## config.mk

```make
export PLATFORM = sky130hd
export DESIGN_NAME = mtm_alu_deserializer_flat
export DESIGN_NICKNAME = d
export VERILOG_FILES = /design/src/rtl/mtm_alu_deserializer_if.sv /design/src/rtl/mtm_alu_deserializer.sv /design/src/flat_wrapper.sv
export SDC_FILE = /design/constraint.sdc
export NUM_CORES = 1
export LEC_CHECK = 0
export BUFFER_PORTS_ARGS = -buffer_cell sky130_fd_sc_hd__buf_2
export CAP_MARGIN = 20
export CELL_PAD_IN_SITES_DETAIL_PLACEMENT = 0
export CELL_PAD_IN_SITES_GLOBAL_PLACEMENT = 1
export CORE_MARGIN = 10
export CORE_UTILIZATION = 45
export CTS_CLUSTER_DIAMETER = 80
export CTS_CLUSTER_SIZE = 8
export DETAILED_ROUTE_END_ITERATION = 10
export MAX_ROUTING_LAYER = met4
export PLACE_DENSITY_LB_ADDON = 0.2
export SLEW_MARGIN = 25
export SYNTH_ARGS = -nofsm -noshare
export SYNTH_HDL_FRONTEND = slang
export SYNTH_SLANG_ARGS = --single-unit
```

## constraint.sdc

```tcl
create_clock -name clk -period 4.55 [get_ports clk]
set_input_delay 0.455 -clock clk [delete_from_list [all_inputs] [get_ports clk]]
set_output_delay 0.455 -clock clk [all_outputs]
set_load 0.02 [all_outputs]
```

## src/rtl/mtm_alu_deserializer_if.sv

```systemverilog
// Serial-in / parallel-out bundle between the line receiver and the ALU core.
// master: deserializer side (consumes sin, drives operands); slave: core/line side.
interface mtm_alu_deserializer_if;
  logic        sin;
  logic [31:0] A;
  logic [31:0] B;
  logic [7:0]  CTL;
  logic        valid;

  modport master (input sin, output A, output B, output CTL, output valid);
  modport slave  (output sin, input A, input B, input CTL, input valid);
endinterface

```

## src/rtl/mtm_alu_deserializer.sv

```systemverilog
// Serial frame receiver for the ALU core: assembles {B,A,cmd}, checks CRC4, strobes valid.
// Optional macro DESER_TIMEOUT_EN aborts a partial transaction after TIMEOUT_CYCLES idle clocks.
module mtm_alu_deserializer #(
  parameter int unsigned TIMEOUT_CYCLES = 64
) (
  input  logic                         clk,
  input  logic                         rst_n,
  mtm_alu_deserializer_if.master       bus
);

  localparam int unsigned DATA_W  = 32;
  localparam int unsigned BYTE_W  = 8;
  localparam int unsigned CNT_W   = 4;
  localparam int unsigned BIT_W   = 3;
  localparam logic [CNT_W-1:0]  FULL_CNT = CNT_W'(8);
  localparam logic [CNT_W-1:0]  SAT_CNT  = CNT_W'(9);
  localparam logic [BYTE_W-1:0] ERR_DATA = 8'hC9;
  localparam logic [BYTE_W-1:0] ERR_CRC  = 8'hA5;

  typedef enum logic [1:0] {S_IDLE, S_TYPE, S_PAYLOAD, S_STOP} state_e;

  state_e                  state_q,   state_d;
  logic [BIT_W-1:0]        bit_cnt_q, bit_cnt_d;
  logic                    is_cmd_q,  is_cmd_d;
  logic [BYTE_W-1:0]       byte_q,    byte_d;
  logic [2*DATA_W-1:0]     shreg_q,   shreg_d;
  logic [CNT_W-1:0]        pkt_cnt_q, pkt_cnt_d;
  logic [DATA_W-1:0]       a_q,       a_d;
  logic [DATA_W-1:0]       b_q,       b_d;
  logic [BYTE_W-1:0]       ctl_q,     ctl_d;
  logic                    valid_q,   valid_d;
  logic                    crc_ok_c;

`ifdef DESER_TIMEOUT_EN
  localparam int unsigned IDLE_W = $clog2(TIMEOUT_CYCLES + 1);
  logic [IDLE_W-1:0]       idle_cnt_q, idle_cnt_d;
`else
  logic                    unused_timeout;
  assign unused_timeout = |32'(TIMEOUT_CYCLES);
`endif

  // Serial CRC4, x^4+x+1, init 0, MSB first.
  function automatic logic [3:0] crc4(input logic [67:0] d);
    logic [3:0] c;
    c = 4'b0000;
    for (int i = 67; i >= 0; i--) begin
      c = {c[2:0], 1'b0} ^ ({4{c[3] ^ d[i]}} & 4'b0011);
    end
    return c;
  endfunction

  assign crc_ok_c = (crc4({shreg_q, 1'b1, byte_q[6:4]}) == byte_q[3:0]);

  // Frame sequencing, transaction assembly and result selection.
  always_comb begin
    state_d   = state_q;
    bit_cnt_d = bit_cnt_q;
    is_cmd_d  = is_cmd_q;
    byte_d    = byte_q;
    shreg_d   = shreg_q;
    pkt_cnt_d = pkt_cnt_q;
    a_d       = a_q;
    b_d       = b_q;
    ctl_d     = ctl_q;
    valid_d   = 1'b0;
`ifdef DESER_TIMEOUT_EN
    idle_cnt_d = idle_cnt_q;
`endif

    case (state_q)
      S_IDLE: begin
        if (!bus.sin) begin
          state_d = S_TYPE;
`ifdef DESER_TIMEOUT_EN
          idle_cnt_d = '0;
        end else if (pkt_cnt_q != '0 && pkt_cnt_q <= FULL_CNT) begin
          if (idle_cnt_q == IDLE_W'(TIMEOUT_CYCLES - 1)) begin
            idle_cnt_d = '0;
            pkt_cnt_d  = '0;
            ctl_d      = ERR_DATA;
            valid_d    = 1'b1;
          end else begin
            idle_cnt_d = idle_cnt_q + IDLE_W'(1);
          end
`endif
        end
      end

      S_TYPE: begin
        is_cmd_d  = bus.sin;
        bit_cnt_d = '0;
        state_d   = S_PAYLOAD;
      end

      S_PAYLOAD: begin
        byte_d    = {byte_q[BYTE_W-2:0], bus.sin};
        bit_cnt_d = bit_cnt_q + BIT_W'(1);
        if (bit_cnt_q == BIT_W'(7)) state_d = S_STOP;
      end

      S_STOP: begin
        state_d = S_IDLE;
        if (!bus.sin) begin
          pkt_cnt_d = '0;
          ctl_d     = ERR_DATA;
          valid_d   = 1'b1;
        end else if (!is_cmd_q) begin
          shreg_d = {shreg_q[2*DATA_W-BYTE_W-1:0], byte_q};
          if (pkt_cnt_q != SAT_CNT) pkt_cnt_d = pkt_cnt_q + CNT_W'(1);
        end else begin
          pkt_cnt_d = '0;
          valid_d   = 1'b1;
          if (pkt_cnt_q != FULL_CNT) begin
            ctl_d = ERR_DATA;
          end else if (crc_ok_c) begin
            b_d   = shreg_q[2*DATA_W-1:DATA_W];
            a_d   = shreg_q[DATA_W-1:0];
            ctl_d = {1'b0, byte_q[BYTE_W-2:0]};
          end else begin
            ctl_d = ERR_CRC;
          end
        end
      end

      default: state_d = S_IDLE;
    endcase
  end

  always_ff @(posedge clk) begin
    if (!rst_n) begin
      state_q   <= S_IDLE;
      bit_cnt_q <= '0;
      is_cmd_q  <= 1'b0;
      byte_q    <= '0;
      shreg_q   <= '0;
      pkt_cnt_q <= '0;
      a_q       <= '0;
      b_q       <= '0;
      ctl_q     <= '0;
      valid_q   <= 1'b0;
`ifdef DESER_TIMEOUT_EN
      idle_cnt_q <= '0;
`endif
    end else begin
      state_q   <= state_d;
      bit_cnt_q <= bit_cnt_d;
      is_cmd_q  <= is_cmd_d;
      byte_q    <= byte_d;
      shreg_q   <= shreg_d;
      pkt_cnt_q <= pkt_cnt_d;
      a_q       <= a_d;
      b_q       <= b_d;
      ctl_q     <= ctl_d;
      valid_q   <= valid_d;
`ifdef DESER_TIMEOUT_EN
      idle_cnt_q <= idle_cnt_d;
`endif
    end
  end

  assign bus.A     = a_q;
  assign bus.B     = b_q;
  assign bus.CTL   = ctl_q;
  assign bus.valid = valid_q;

endmodule

```

## src/flat_wrapper.sv

```systemverilog
// flat-port wrapper written by rule: the top's interface ports become plain ports
module mtm_alu_deserializer_flat 
#(
  parameter int unsigned TIMEOUT_CYCLES = 64
)
  (clk, rst_n, bus_sin, bus_A, bus_B, bus_CTL, bus_valid);
  mtm_alu_deserializer_if bus_i ();
  input  logic clk;
  input  logic rst_n;
  input wire logic [$bits(bus_i.sin)-1:0] bus_sin;
  output wire logic [$bits(bus_i.A)-1:0] bus_A;
  output wire logic [$bits(bus_i.B)-1:0] bus_B;
  output wire logic [$bits(bus_i.CTL)-1:0] bus_CTL;
  output wire logic [$bits(bus_i.valid)-1:0] bus_valid;
  assign bus_i.sin = bus_sin;
  assign bus_A = bus_i.A;
  assign bus_B = bus_i.B;
  assign bus_CTL = bus_i.CTL;
  assign bus_valid = bus_i.valid;
  mtm_alu_deserializer #(.TIMEOUT_CYCLES(TIMEOUT_CYCLES)) u_core (.clk(clk), .rst_n(rst_n), .bus(bus_i));
endmodule
```

==> impl_metrics.tcl <==
set metrics [dict create \
    syn_inst 823 \
    cts.path.max_buffers 2 \
    fp-row-count 46 \
    drv_cap 0 \
    dp.cells 1065 \
    die_w_um 147 \
    status "finished, final reports clean" \
    cp_data_arrival_time_ns 4.60 \
    dieArea_um2 21700 \
    grt_max_degree 103 \
    setup_viol_count_final 0 \
    ys_types 37 \
    firstDrtPassIters 5 \
    diodes 0 \
    syn_area_um2 7280 \
    critPathLaunchType "register" \
    drive_above_1_share 0.163 \
    cts_tree "done" \
    cts-root-buf "clkbuf_16" \
    hold_path_class "input pin to register" \
    dp_hpwl_um 12500 \
    synth_seq_cells 155 \
    synthTopCellsByArea "dfxtp_1 43%, a21oi_1 9.1%, xnor3_1 7.7%" \
    gp_congestion 0.885 \
    cts_buffers 17 \
    finalWirelength_um 18900 \
    grt_use_total 0.177 \
    fp.coreArea_um2 15900 \
    yosys_warnings 0 \
    fin_crit_ns 4.30 \
    setup_ws_ns 0.249 \
    area_delta_synth_final_pct 17.5 \
    synth_edf_count 0 \
    final_antenna_net_count 0 \
    synth_fp_nets 836 \
    clk_pin_slew_ns 0.06 \
    dp_slack_ns 0.105 \
    critPathKind "register to register" \
    ios 76 \
    worst_slew_pin_slew_ns 0.753 \
    postLayoutCellArea_um2 8560 \
    p_leak_nw 3.32 \
    crit_path_end_kind "register" \
    viasPerCell 5.30 \
    required_ns 4.85 \
    port_buffers 75 \
    grt_pass1_wl_um 30300 \
    cts_setup_buffers 0 \
    slew_violations 0 \
    synth_most_common_cell "dfxtp_1" \
    yosysTopAreaCell "dfxtp_1" \
    grt_pass1_vias 5793 \
    start_util 0.459 \
    synthArstFlopShare 0 \
    avgSynthCellArea_um2 8.85 \
    cp_max_fo 32 \
    ir_worst_vdd_mv 0.267 \
    gr-total-overflow 0 \
    clock_latency_ns 0.44 \
    wire_per_inst_um 17.2 \
    dpl_cell_area_um2 7830 \
    remaining_drc_errors 0 \
    nNetsFinal 883 \
    finalNonFillerCells 1099 \
    finClkSkew_ns 0.00790 \
    htree_num_levels 4 \
    ys.flop_type "dfxtp_1" \
    fin_crit_sh 0.945 \
    vias 5824 \
    slew_headroom 0.498 \
    yosysSeqAreaShare 0.426 \
    yosys-top-cells-count "155 x dfxtp_1, 134 x nand2_1, 133 x a21oi_1" \
    synth_top_area_share 0.426 \
    die_y_um 147 \
    antenna_found_initial 0 \
    power.density_nw_per_um2 366 \
    fmax_mhz 233 \
    hold_viol 0 \
    drtIter0Drc 479 \
    cts_sinks 155 \
    power_mw 3.14 \
]
[flip-flops by register name, indices dropped and copies added (netlist names)]
| register | flops |
|---|---|
| u_core.shreg_q | 64 |
| u_core.bus.valid | 1 |
| u_core.bus.A | 32 |
| u_core.pkt_cnt_q | 4 |
| u_core.is_cmd_q | 1 |
| u_core.bit_cnt_q | 3 |
| u_core.byte_q | 8 |
| u_core.bus.CTL | 8 |
| u_core.state_q | 2 |
| u_core.bus.B | 32 |
[critical path, cell delays in order (launching register included)]
cell and delay [ns]:
dfxtp_1 0.43, xnor3_1 0.45, xnor3_2 0.42, xnor3_1 0.44, xnor2_2 0.20, xnor2_2 0.25
xnor3_1 0.42, xor2_1 0.17, xnor2_1 0.14, or3b_1 0.43, o22a_4 0.30, clkbuf_16 0.22
o21ai_0 0.18, a21oi_1 0.10
[routing by layer]
| layer | routed length (um) | vias up | GRT usage |
|---|---|---|---|
| met5 | 0 | - | - |
| met4 | 231 | 0 | 0.0481 |
| met2 | 9520 | 108 | 0.302 |
| met3 | 711 | 25 | 0.0415 |
| li1 | - | 2875 | - |
| met1 | 8460 | 2816 | 0.206 |
[repair_timing]
action | 4_1_cts | 5_1_grt
endpoints found under the setup margin | 0 | 64
hold buffers | 0 | 0
resized for setup | 0 | 8
[per-stage QoR]
stage	utilization	TNS (ns)	hold slack, ns
after detailed placement	0.493	0	0.453
after CTS	0.532	0	0.326
after floorplan	-	0	0.431
final	0.539	0	0.354
after global placement	0.492	0	0.448
after global routing	0.539	-0.00485	0.376
[where the power goes]
group | switching, mW | leakage, nW | internal, mW
registers | 0.0199 | 1.25 | 1.38
clock network | 0.565 | 0.297 | 0.947
logic | 0.149 | 1.77 | 0.0776
total | 0.734 | 3.32 | 2.40
[logic make-up after synthesis]
family / count (synthesis) / synth area share
fa+ha+maj: 10 / 0.0172
xor+xnor: 117 / 0.207
simple gates: 248 / 0.144
mux: 13 / 0.0180
compound gates: 211 / 0.149
buf+inv: 69 / 0.0390
flops: 155 / 0.426
[final cells by class]
type                            instances  area [um2]
Clock buffer                           22         464
Clock inverter                         10         165
Fill cell                            1541        7320
Inverter                                7        31.3
Multi-Input combinational cell        599        3970
Sequential cell                       155        3100
Tap cell                              216         270
Timing Repair Buffer                   90         554
[final timing paths]
kind         cells after the start          startpoint  slack, ns                end
min                              3               rst_n       0.35  u_core.bus.CTL[3]
max reg2reg                     13  u_core.shreg_q[47]       0.25   u_core.bus.B[11]
min reg2reg                      2    u_core.bus.B[17]       0.47   u_core.bus.B[17]
max                             13  u_core.shreg_q[47]       0.25   u_core.bus.B[11]
[layout by cell type (no fill, tap or decap), drive strengths merged, types with 4 or more instances in the layout]
cell	Yosys	routed
inv	7	7
ha	10	10
dfxtp	155	155
xnor3	28	28
buf	16	89
xor2	15	15
bufinv	0	4
mux2i	12	12
nand2	134	134
xnor2	73	73
nor2	32	32
o21ai	70	70
clkbuf	46	23
nand3	68	68
a21oi	133	133
nand2b	4	4
(Power assumes the default switching activity.)
